`config.mk`:
```
export PLATFORM = sky130hd
export DESIGN_NAME = ssd1306_seq_flat
export DESIGN_NICKNAME = d
export VERILOG_FILES = /design/src/rtl/ssd1306_seq_if.sv /design/src/rtl/ssd1306_seq.sv /design/src/flat_wrapper.sv
export SDC_FILE = /design/constraint.sdc
export NUM_CORES = 1
export LEC_CHECK = 0
export BUFFER_PORTS_ARGS = -buffer_cell sky130_fd_sc_hd__buf_2
export CORE_AREA = 2 2 100 102
export CTS_CLUSTER_DIAMETER = 50
export DETAILED_ROUTE_END_ITERATION = 8
export DIE_AREA = 0 0 102 104
export GPL_TIMING_DRIVEN = 0
export MAX_ROUTING_LAYER = met4
export SLEW_MARGIN = 5
export SYNTH_ARGS = -nofsm -noshare
export SYNTH_HDL_FRONTEND = slang
export SYNTH_SLANG_ARGS = --single-unit
```
`constraint.sdc`:
```
create_clock -name i_clk -period 3.2 [get_ports i_clk]
set_clock_uncertainty 0.2 [all_clocks]
set_input_delay 0.64 -clock i_clk [delete_from_list [all_inputs] [get_ports i_clk]]
set_output_delay 0.64 -clock i_clk [all_outputs]
set_load 0.05 [all_outputs]
```
`src/rtl/ssd1306_seq_if.sv`:
```
// ssd1306_seq_if: byte handshake to the SPI serializer plus framebuffer read port
interface ssd1306_seq_if #(parameter int AW = 10);
  logic          tx_valid;
  logic [7:0]    tx_byte;
  logic          tx_dc;
  logic          tx_ready;
  logic [AW-1:0] fb_addr;
  logic [7:0]    fb_data;
  modport master(output tx_valid, tx_byte, tx_dc, fb_addr, input tx_ready, fb_data);
  modport slave(input tx_valid, tx_byte, tx_dc, fb_addr, output tx_ready, fb_data);
endinterface

```
`src/rtl/ssd1306_seq.sv`:
```
// ssd1306_seq: SSD1306 reset/init/frame byte sequencer; define AUTO_REFRESH_EN for back-to-back frames without i_refresh
module ssd1306_seq #(
  parameter int RST_LOW_CYCLES  = 270,
  parameter int RST_WAIT_CYCLES = 2700,
  parameter int FB_BYTES        = 1024
) (
  input  logic i_clk,
  input  logic i_rst,
  output logic o_lcd_rst,
  input  logic i_refresh,
  output logic o_init_done,
  output logic o_busy,
  ssd1306_seq_if.master tx
);
  localparam int AW = $clog2(FB_BYTES);
  localparam int CMAX = RST_LOW_CYCLES > RST_WAIT_CYCLES ? RST_LOW_CYCLES : RST_WAIT_CYCLES;
  localparam int CW = $clog2(CMAX + 1);
  localparam logic [7:0] INIT_ROM [25] = '{
    8'hAE, 8'hD5, 8'h80, 8'hA8, 8'h3F, 8'hD3, 8'h00, 8'h40, 8'h8D, 8'h14, 8'h20, 8'h00, 8'hA1,
    8'hC8, 8'hDA, 8'h12, 8'h81, 8'hCF, 8'hD9, 8'hF1, 8'hDB, 8'h40, 8'hA4, 8'hA6, 8'hAF};
  localparam logic [7:0] ADDR_ROM [6] = '{8'h21, 8'h00, 8'h7F, 8'h22, 8'h00, 8'h07};
  typedef enum logic [2:0] {S_RST_LOW, S_RST_WAIT, S_INIT, S_IDLE, S_ADDR, S_FETCH, S_SEND} state_t;
`ifdef AUTO_REFRESH_EN
  localparam state_t S_REST = S_ADDR;
`else
  localparam state_t S_REST = S_IDLE;
`endif
  state_t        state_q, state_d;
  logic [CW-1:0] cnt_q, cnt_d;
  logic [4:0]    idx_q, idx_d;
  logic [AW-1:0] addr_q, addr_d;
  logic [7:0]    data_q, data_d;
  logic          hold_q, hold_d, done_q, done_d;
  logic          acc;
  assign acc = tx.tx_valid && tx.tx_ready;
  assign o_lcd_rst = state_q != S_RST_LOW;
  assign o_busy = state_q != S_IDLE;
  assign o_init_done = done_q;
  assign tx.fb_addr = addr_q;
  assign tx.tx_valid = state_q == S_INIT || state_q == S_ADDR || state_q == S_SEND;
  assign tx.tx_dc = state_q == S_SEND;
  // the RAM word is latched on the first SEND cycle so a stalled byte stays put whatever the RAM does
  assign tx.tx_byte = state_q == S_INIT ? INIT_ROM[idx_q] :
                      state_q == S_ADDR ? ADDR_ROM[idx_q] :
                      state_q == S_SEND ? (hold_q ? data_q : tx.fb_data) : 8'h00;
  always_ff @(posedge i_clk) begin
    if (i_rst) begin
      state_q <= S_RST_LOW;
      cnt_q   <= '0;
      idx_q   <= '0;
      addr_q  <= '0;
      data_q  <= '0;
      hold_q  <= 1'b0;
      done_q  <= 1'b0;
    end else begin
      state_q <= state_d;
      cnt_q   <= cnt_d;
      idx_q   <= idx_d;
      addr_q  <= addr_d;
      data_q  <= data_d;
      hold_q  <= hold_d;
      done_q  <= done_d;
    end
  end
  always_comb begin
    state_d = state_q;
    cnt_d   = cnt_q;
    idx_d   = idx_q;
    addr_d  = addr_q;
    data_d  = data_q;
    hold_d  = hold_q;
    done_d  = done_q;
    case (state_q)
      S_RST_LOW: begin
        cnt_d   = cnt_q == CW'(RST_LOW_CYCLES - 1) ? '0 : cnt_q + 1'b1;
        state_d = cnt_q == CW'(RST_LOW_CYCLES - 1) ? S_RST_WAIT : S_RST_LOW;
      end
      S_RST_WAIT: begin
        cnt_d   = cnt_q == CW'(RST_WAIT_CYCLES - 1) ? '0 : cnt_q + 1'b1;
        state_d = cnt_q == CW'(RST_WAIT_CYCLES - 1) ? S_INIT : S_RST_WAIT;
        idx_d   = '0;
      end
      S_INIT: if (acc) begin
        idx_d   = idx_q == 5'd24 ? '0 : idx_q + 1'b1;
        done_d  = idx_q == 5'd24;
        state_d = idx_q == 5'd24 ? S_REST : S_INIT;
      end
      S_IDLE: if (i_refresh) begin
        state_d = S_ADDR;
        idx_d   = '0;
      end
      S_ADDR: if (acc) begin
        idx_d   = idx_q == 5'd5 ? '0 : idx_q + 1'b1;
        addr_d  = '0;
        state_d = idx_q == 5'd5 ? S_FETCH : S_ADDR;
      end
      S_FETCH: begin
        hold_d  = 1'b0;
        state_d = S_SEND;
      end
      S_SEND: begin
        data_d = hold_q ? data_q : tx.fb_data;
        hold_d = 1'b1;
        if (acc) begin
          addr_d  = addr_q == AW'(FB_BYTES - 1) ? addr_q : addr_q + 1'b1;
          idx_d   = '0;
          state_d = addr_q == AW'(FB_BYTES - 1) ? S_REST : S_FETCH;
        end
      end
      default: state_d = S_RST_LOW;
    endcase
  end
endmodule

```
`src/flat_wrapper.sv`:
```
// flat-port wrapper written by rule: the top's interface ports become plain ports
module ssd1306_seq_flat 
#(
  parameter int RST_LOW_CYCLES  = 270,
  parameter int RST_WAIT_CYCLES = 2700,
  parameter int FB_BYTES        = 1024
)
  (i_clk, i_rst, o_lcd_rst, i_refresh, o_init_done, o_busy, tx_tx_valid, tx_tx_byte, tx_tx_dc, tx_fb_addr, tx_tx_ready, tx_fb_data);
  ssd1306_seq_if tx_i ();
  input  logic i_clk;
  input  logic i_rst;
  output logic o_lcd_rst;
  input  logic i_refresh;
  output logic o_init_done;
  output logic o_busy;
  output wire logic [$bits(tx_i.tx_valid)-1:0] tx_tx_valid;
  output wire logic [$bits(tx_i.tx_byte)-1:0] tx_tx_byte;
  output wire logic [$bits(tx_i.tx_dc)-1:0] tx_tx_dc;
  output wire logic [$bits(tx_i.fb_addr)-1:0] tx_fb_addr;
  input wire logic [$bits(tx_i.tx_ready)-1:0] tx_tx_ready;
  input wire logic [$bits(tx_i.fb_data)-1:0] tx_fb_data;
  assign tx_tx_valid = tx_i.tx_valid;
  assign tx_tx_byte = tx_i.tx_byte;
  assign tx_tx_dc = tx_i.tx_dc;
  assign tx_fb_addr = tx_i.fb_addr;
  assign tx_i.tx_ready = tx_tx_ready;
  assign tx_i.fb_data = tx_fb_data;
  ssd1306_seq #(.RST_LOW_CYCLES(RST_LOW_CYCLES), .RST_WAIT_CYCLES(RST_WAIT_CYCLES), .FB_BYTES(FB_BYTES)) u_core (.i_clk(i_clk), .i_rst(i_rst), .o_lcd_rst(o_lcd_rst), .i_refresh(i_refresh), .o_init_done(o_init_done), .o_busy(o_busy), .tx(tx_i));
endmodule
```
# Word-level counts from Yosys, hierarchy flattened
# Memories as Yosys holds them, arrays and structs flattened.
# Index checks and enable logic that the tools add are counted.
dict set report classes {
  magnitude_cmp 2
  muxes 33
  addsub 3
  eq_ne 17
  reduce_logical 13
  n_bitwise 1
}
# cell n
set op_table {}
lappend op_table {{8-bit two-way mux} 8}
lappend op_table {{10-bit two-way mux} 3}
lappend op_table {{5-bit two-way mux} 6}
lappend op_table {{5-bit one-hot mux with 5 select lines} 1}
lappend op_table {{12-bit two-way mux} 2}
lappend op_table {{12-bit one-hot mux with 2 select lines} 1}
lappend op_table {{3-bit one-hot mux with 7 select lines} 1}
lappend op_table {{10-bit one-hot mux with 2 select lines} 1}
lappend op_table {{3-bit two-way mux} 5}
lappend op_table {{12-bit by 1-bit adder with 12-bit output, second input constant} 1}
lappend op_table {{12-bit equality test, second input constant} 1}
lappend op_table {{12-bit by 9-bit equality test with 1-bit output, second input constant} 1}
lappend op_table {{10-bit by 1-bit adder with 10-bit output, second input constant} 1}
lappend op_table {{10-bit equality test, second input constant} 1}
lappend op_table {{3-bit equality test, second input constant} 3}
lappend op_table {{4-bit AND reduction} 2}
lappend op_table {{3-bit by 2-bit equality test with 1-bit output, second input constant} 2}
lappend op_table {{6-bit by 4-bit >= comparator with 1-bit output, second input constant} 1}
lappend op_table {{6-bit >= comparator, second input constant} 1}
lappend op_table {{2-bit by 1-bit != test with 1-bit output, second input constant} 3}
lappend op_table {{5-bit inverter with 6-bit output} 1}
lappend op_table {{2-bit nonzero test} 3}
lappend op_table {{5-bit by 1-bit adder with 5-bit output, second input constant} 1}
lappend op_table {{5-bit by 3-bit equality test with 1-bit output, second input constant} 1}
lappend op_table {{14 further kinds} 18}
dict set report totals {
  rom_bits 320
  wordCells 78
  memories 2
  register_bits 40
  in_bits 12
}
# memory words word_bits rd rd_ports_with_merged_regs wr line
set mem_list {}
lappend mem_list {{(no name shown)} 32 8 1 0 0 ssd1306_seq.sv:43} ;# assign tx.tx_byte = state_q == S_INIT ? INIT_ROM[idx_q] :
lappend mem_list {{(no name shown)} 8 8 1 0 0 ssd1306_seq.sv:44} ;# state_q == S_ADDR ? ADDR_ROM[idx_q] :

# Logic depth before layout (Yosys ltp)
# Gate-level depths: netlist of the first run.
dict set report logic_depth {
  ltp_word 6
  ltp_mapped 7
}

# Least setup slack after synthesis of the first run
# No wires, ideal clock.
dict set report synth_timing {
  path_type {register to output}
  from {reg u_core.idx_q[1]}
  to {out tx_tx_byte[3]}
  required_ps 2360
  t_arrival_ps 2338
  setup_slack_ps 22
  stages_incl_launch_ff 8
  n_path_buf 1
  cell_sequence {dfxtp_1 clkbuf_1 inv_1 ha_1 nand2b_1 a21oi_1 a211o_1 a31oi_1}
}
dict set report synth_between {
  elab_chain_cells 6
  elab_cells_between_ends 9
  classes_between {mux (6); bitwise (1); memory (2)}
}
# item line
set synth_lines {}
lappend synth_lines {{start, declared} ssd1306_seq.sv:30} ;# logic [4:0] idx_q, idx_d;
lappend synth_lines {{start signal, assigned} ssd1306_seq.sv:58} ;# idx_q <= idx_d;
lappend synth_lines {{5-bit inverter with 6-bit output (implied by the code) (*)} {ssd1306_seq.sv:43, ssd1306_seq.sv:44}}
lappend synth_lines {{branches (longest 4 deep; another with memory 32 x 8 bit)} n/a}
lappend synth_lines {{8-bit two-way mux (*)} ssd1306_seq.sv:43}
lappend synth_lines {{end, declared} flat_wrapper.sv:17} ;# output wire logic [$bits(tx_i.tx_byte)-1:0] tx_tx_byte;
# Mark *: on every way between the ends. The select of a mux whose other input is x is not followed.

# Worst setup path in the final report of the first run
dict set report layout_timing {
  from {reg u_core.idx_q[1]}
  to {out tx_tx_byte[6]}
}
# Same word-level chain as after synthesis.

==> results of run 1 <==
[flip-flops by register name, summed over array words and instances (netlist names)]
register	cells
u_core.cnt_q	12
u_core.o_init_done	1
u_core.idx_q	5
u_core.tx.fb_addr	10
u_core.state_q	3
u_core.data_q	8
u_core.hold_q	1
[power by group]
group,switching [µW],internal (µW),total (µW)
Clock,190,176,366
Combinational,96.5,53.1,150
Sequential,10.6,507,518
Total,297,736,1030
[logic make-up after synthesis]
logic type / after synthesis
and+or+nand+nor: 141
AOI/OAI and AO/OA: 98
adders and majority gates: 9
xor gates and xnor gates: 14
buffers and inverters: 38
DFF: 40
muxes: 11
[cell type report]
class,instances,area [µm²],area share (%)
Buffer,26,120,3.73
Clock buffer,7,86.3,2.68
Clock inverter,1,7.51,0.233
Inverter,12,45.0,1.40
Multi-Input combinational cell,273,1820,56.6
Sequential cell,40,803,25.0
Tap cell,133,166,5.17
Timing Repair Buffer,33,168,5.21
[worst max-delay path, stage by stage, from the launching register on]
cell,delay [ns]
dfxtp_2,0.37
clkbuf_4,0.20
inv_1,0.11
ha_4,0.32
mux2i_1,0.07
mux2_2,0.27
o221ai_1,0.18
o21a_1,0.18
buf_4,0.20
[cells in the mapped netlist (all sizes together), types with 4 or more instances]
| library cell | count | area, µm² |
|---|---|---|
| inv | 12 | 45.0 |
| nor3 | 16 | 80.1 |
| o21ai | 22 | 110 |
| nand2 | 23 | 86.3 |
| o31ai | 5 | 37.5 |
| o221ai | 5 | 43.8 |
| nor4bb | 4 | 40.0 |
| mux2i | 7 | 70.1 |
| nor2 | 17 | 63.8 |
| ha | 9 | 113 |
| xor2 | 10 | 87.6 |
| nor3b | 4 | 30.0 |
| nor2b | 7 | 43.8 |
| buf | 15 | 73.8 |
| a31oi | 4 | 25.0 |
| a21oi | 34 | 170 |
| or3 | 6 | 37.5 |
| and3 | 4 | 25.0 |
| xnor2 | 4 | 35.0 |
| nand3 | 14 | 70.1 |
| clkbuf | 11 | 41.3 |
| mux2 | 4 | 45.0 |
| dfxtp | 40 | 801 |
| nand4 | 7 | 43.8 |
| or4 | 7 | 56.3 |
| nand2b | 12 | 75.1 |
[how the worst max path moves through the flow]
stage                     to
2_1_floorplan  tx_tx_byte[3]
3_3_place_gp   tx_tx_byte[6]
3_5_place_dp   tx_tx_byte[6]
4_1_cts        tx_tx_byte[6]
5_1_grt        tx_tx_byte[2]
6_report       tx_tx_byte[6]
[layer usage]
metal  vias up  track usage (%)
met5         -                -
met4         0             3.90
met3        10             3.09
met2        66             23.1
met1      1326             19.8
li1       1377                -
[metrics by stage]
stage | utilization [%] | total power (µW) | area (µm²)
floorplan | - | 632 | 2770
global placement | 32.4 | 673 | 3100
detailed placement | 32.4 | 675 | 3100
CTS | 33.5 | 1040 | 3200
global route | 33.7 | 1080 | 3220
finish | 33.7 | 1030 | 3220
[what timing repair did]
item / 4_1_cts / 5_1_grt
endpoints found under the setup margin: 4 / 6
resized for setup: 3 / 8
setup buffers: 0 / 0
==> reports/qor.yml, run 1 <==
outcome:
  status: "complete, no violations"
sta:
  relSlewSlack_pct: 60.4
  drv_slew: 0
  holdWs_ns: 0.279
  worstMarginPinSlew_ns: 0.593
  final_hold_viol_count: 0
  finalSetupTns_ns: 0
  setup_ws_ns: 0.166
  fmax_ghz: 0.330
  finalCritPeriodShare_pct: 94.8
  finalSetupViolations: 0
  period_minus_slack_ns: 3.03
  rsz0062_at_grt: "no"
synth:
  syn_area_um2: 2770
  yosys_register_bits: 40
  synth_cell_types: 62
  synthAdderAreaFrac_pct: 4.07
  synth_top_family_by_area: "simple AND/OR/NAND/NOR gates"
  synth_xor_area_share_pct: 4.43
  syn_inst: 351
  synth-main-ff-cell: "dfxtp_1"
  synth_nets: 372
  synth-simple-area-share_pct: 29.7
  yosysWarnings: 0
  synth.avg_cell_area_um2: 7.88
  synth.mux.area_fraction_pct: 4.16
  synth_compound_area_share_pct: 22.9
  synth_edf_count: 0
  synth-seq-area-share_pct: 29.0
  synthArstFlopShare_pct: 0
grt:
  grt_pass1_vias: 2605
  antenna_found_initial: 0
  grt_max_degree: 13
  overflow: 0
  grt_pass1_wl_um: 12800
  grt_use_total_pct: 14.9
job:
  cap_violations: 0
drt:
  ant_nets: 0
  wl_per_cell_um: 14.6
  avgViaCountPerCell: 5.29
  num_vias: 2779
  wl_met3_um: 351
  first_iter_violations: 208
  drt_pre_antenna_iters: 4
  drc: 0
  dr_wl_met2_um: 3680
  highest_layer: "met4"
  wl_um: 7680
  wl_met1_um: 3540
worst_setup_path:
  r2r-end: "u_core.tx.fb_addr[2]"
  required_ns: 2.36
  reg2reg_slack_ns: 1.00
  rr_startpoint: "u_core.tx.fb_addr[0]"
  path_class: "reg2out"
  arrival_ns: 2.19
  cp-end-kind: "output port"
  startpoint_type: "flip-flop"
  startpoint: "u_core.idx_q[1]"
  reg2reg_depth: 6
  worstPathMaxFanout: 8
finish:
  nNetsFinal: 412
  drive_gt1_share_pct: 17.6
  final_common_cell: "buf_2"
  n_antenna_cell: 0
  area_growth_pct: 16.4
  final_cells: 525
  most-common-layout-cells: "buf_2 (43), dfxtp_1 (38), a21oi_1 (34)"
  fill_cells: 1030
place:
  gp_congestion: 0.942
  io_buffer_count: 33
  post-dp-hpwl_um: 5720
  dp_cells: 517
  place_ws_ns: 0.111
floorplanning:
  die_h_um: 104
  start_util_pct: 29.0
  die-area_um2: 10600
  io_pins: 35
  core_area_um2: 9550
  rows: 36
  die_w_um: 102
clock_tree:
  cts_hold_buffers: 0
  numCtsBuffers: 5
  clkLatencyLatePin_ns: 0.30
  h-tree-depth: 2
  cts-root-buf: "clkbuf_8"
  clkTransAtPathRegs_ns: 0.08
  cts_tree: "done"
  cts_buffer_depth: 2
  clock-sinks: 40
pwr:
  ir_drop_v: 0.000168
  power_density_nw_per_um2: 321
  p_leak_uw: 0.00119
min_path:
  hold_end: "u_core.data_q[5]"
  hold_path_startpoint: "u_core.data_q[5]"
  min_path_type: "reg2reg"
  hold_path_depth: 2
(Power assumes the default switching activity.)
==> run 2, diff against run 1 <==
--- a/config.mk
+++ b/config.mk
@@ -5,11 +5,12 @@
 export SDC_FILE = /design/constraint.sdc
 export NUM_CORES = 1
 export LEC_CHECK = 0
+export ABC_AREA = 1
 export BUFFER_PORTS_ARGS = -buffer_cell sky130_fd_sc_hd__buf_2
-export CORE_AREA = 2 2 100 102
+export CORE_AREA = 2 2 99 101
 export CTS_CLUSTER_DIAMETER = 50
 export DETAILED_ROUTE_END_ITERATION = 8
-export DIE_AREA = 0 0 102 104
+export DIE_AREA = 0 0 101 103
 export GPL_TIMING_DRIVEN = 0
 export MAX_ROUTING_LAYER = met4
 export SLEW_MARGIN = 5
==> run 2 against run 1 <==
Compared with the run above:
- worst setup slack gained 0.083 ns
- flip-flop and latch count did not move
- combinational power is 67% higher
- fmax increased by 2.8%
- worst hold slack worse by 0.015 ns
- count of clock-buffer cells in the layout decreased by 2
- first-iteration DRC count down 49%
- critical endpoint is now tx_tx_byte[3]
- die area fell by 1.9%
- global-route usage shrank 0.11 points
==> reports/qor.yml, run 2 <==
worst_setup_path:
  rr_startpoint: "u_core.idx_q[1]"
  reg2reg_slack_ns: 1.29
  path_class: "reg2out"
  startpoint_type: "flip-flop"
  critPathTopFamily: "flip-flops"
  reg2reg_depth: 7
  slowest_stage: "dfxtp_1"
  path_buf_inv: 3
  r2r-end: "u_core.idx_q[4]"
  arrival_ns: 2.11
  crit_chain: "inv_1 -> ha_1 -> inv_1 -> nor2_1 -> a21oi_1 -> nand3_1 -> nand3_1 -> nand3_1 -> buf_2"
  cp-end-kind: "output port"
  cp_common_cell: "nand3_1"
  critPathMaxStageDelay_ns: 0.53
  worstPathMaxFanout: 8
  required_ns: 2.36
grt:
  antenna_found_initial: 0
  grt_pass1_vias: 2745
  grt_max_degree: 15
  grt_pass1_wl_um: 12100
  overflow: 0
  grt_use_total_pct: 14.8
sta:
  finalSetupViolations: 0
  relSlewSlack_pct: 62.0
  finalCritPeriodShare_pct: 92.2
  final_hold_viol_count: 0
  fmax_ghz: 0.339
  period_minus_slack_ns: 2.95
  finalSetupTns_ns: 0
  drv_slew: 0
  rsz0062_at_grt: "no"
  worstMarginPinSlew_ns: 0.570
place:
  post-dp-hpwl_um: 5500
  gp_congestion: 0.911
  place_area_um2: 3040
  io_buffer_count: 34
floorplanning:
  die-area_um2: 10400
  die_h_um: 103
  die_w_um: 101
  core_area_um2: 9460
  io_pins: 35
  rows: 36
  start_util_pct: 28.8
clock_tree:
  cts_tree: "done"
  numCtsBuffers: 5
  clkLatencyLatePin_ns: 0.31
  post_cts.repair.setup_buffers: 0
  cts-root-buf: "clkbuf_8"
  clkTransAtPathRegs_ns: 0.09
  cts_hold_buffers: 0
  post_cts_resized: 0
  h-tree-depth: 2
  clock-sinks: 40
  cts_buffer_depth: 2
finish:
  drive_gt1_share_pct: 12.5
  nNetsFinal: 524
  design_area_um2: 3130
  largest-register: "u_core.cnt_q"
  final_common_cell: "nand2_1"
  seqCellArea_um2: 801
  multiInputGateArea_um2: 1640
  n_antenna_cell: 0
  largest_register_ffs: 12
  fill_cells: 1042
  most-common-layout-cells: "nand2_1 (140), nor2_1 (76), inv_1 (54)"
  area_growth_pct: 14.9
synth:
  synth_edf_count: 0
  synth-seq-area-share_pct: 29.4
  synth_area_leaders: "dfxtp_1 (29%), nand2_1 (19%), nor2_1 (10%), inv_1 (7.4%), nand3_1 (7.3%)"
  synth_nets: 483
  yosysWarnings: 0
  synth_area_leader_cell: "dfxtp_1"
  synthArstFlopShare_pct: 0
  synth_common_cells: "nand2_1 (140), nor2_1 (76), inv_1 (54)"
  synth_cell_types: 31
  yosysMostFrequentCell: "nand2_1"
  synth-main-ff-cell: "dfxtp_1"
  netlist.area_leader.share_pct: 29.4
  yosys_register_bits: 40
  synth.avg_cell_area_um2: 5.90
  syn_inst: 462
  syn_area_um2: 2720
drt:
  num_vias: 2895
  wl_um: 7170
  ant_nets: 0
  first_iter_violations: 107
  drc: 0
  drt_pre_antenna_iters: 4
  wl_per_cell_um: 11.6
  avgViaCountPerCell: 4.68
pwr:
  p_leak_uw: 0.00144
  ir_drop_v: 0.000152
  power_density_nw_per_um2: 365
job:
  cap_violations: 0
min_path:
  hold_path_depth: 2
  min_path_type: "reg2reg"
  hold_path_startpoint: "u_core.data_q[1]"
  hold_end: "u_core.data_q[1]"
outcome:
  status: "complete, no violations"
-- run 2: cell types whose count changed in the layout (fill, tap and decap cells not counted), sizes merged, moves of 10 or more --
cell	before	now
clkbuf	18	8
inv	12	61
nand2	23	143
nand2b	12	0
nand3	14	41
nor2	17	78
nor3	16	3
-- run 2: kinds of logic after synthesis --
family | count (synthesis) | synth area share (%)
AND/OR/NAND/NOR | 276 | 42.2
buffers and inverters | 72 | 10.5
AO/OA/AOI/OAI | 58 | 11.6
flip-flops | 40 | 29.4
adder cells (fa/ha/maj) | 9 | 4.13
XOR/XNOR | 7 | 2.25
-- run 2: power breakdown --
group          total, µW  switching [µW]  leakage [µW]  internal [µW]
sequential           534            22.0      0.000323            512
clock                358             203     0.0000404            155
combinational        250             174       0.00107           75.6
-- run 2: area by class of cell --
cell class                      count  share of cell area, %
Inverter                           62                   7.44
Clock inverter                      3                  0.760
Tap cell                          114                   4.56
Timing Repair Buffer               34                   5.44
Sequential cell                    40                   25.6
Multi-Input combinational cell    350                   52.3
Clock buffer                        5                   2.20
Buffer                             10                   1.68
-- run 2: per-layer routing --
| layer | GRT usage, % | wire (µm) | vias up |
|---|---|---|---|
| li1 | - | - | 1535 |
| met1 | 17.6 | 3350 | 1279 |
| met2 | 25.0 | 3370 | 69 |
| met3 | 3.53 | 373 | 12 |
| met4 | 4.26 | 86 | 0 |
| met5 | - | 0 | - |
-- run 2: worst register-to-register path, stage by stage, from the launching register on --
cell     delay [ns]
dfxtp_1        0.38
inv_1          0.23
ha_1           0.27
nand4_1        0.18
nand2_1        0.11
nand2_1        0.10
o21ai_1        0.26
nor2_1         0.08
-- run 2: how the worst max path moves through the flow --
stage / depth (start not counted) / from / end / slack, ns
detailed placement: 9 / u_core.idx_q[0] / tx_tx_byte[3] / 0.60
CTS: 9 / u_core.idx_q[0] / tx_tx_byte[3] / 0.25
finish: 9 / u_core.idx_q[0] / tx_tx_byte[3] / 0.25
floorplan: 6 / u_core.idx_q[0] / tx_tx_byte[6] / 0.46
global placement: 9 / u_core.idx_q[0] / tx_tx_byte[1] / 0.58
global route: 9 / u_core.idx_q[0] / tx_tx_byte[1] / 0.08
-- run 2: metrics by stage --
step	hold slack, ns	std cells	util, %	setup slack, ns	total power, µW
5_1_grt	0.286	618	33.1	0.0801	1210
2_1_floorplan	0.240	462	-	0.461	733
3_3_place_gp	0.248	610	32.1	0.584	794
4_1_cts	0.268	618	33.1	0.247	1160
6_report	0.264	618	33.1	0.249	1140
3_5_place_dp	0.254	610	32.1	0.597	796
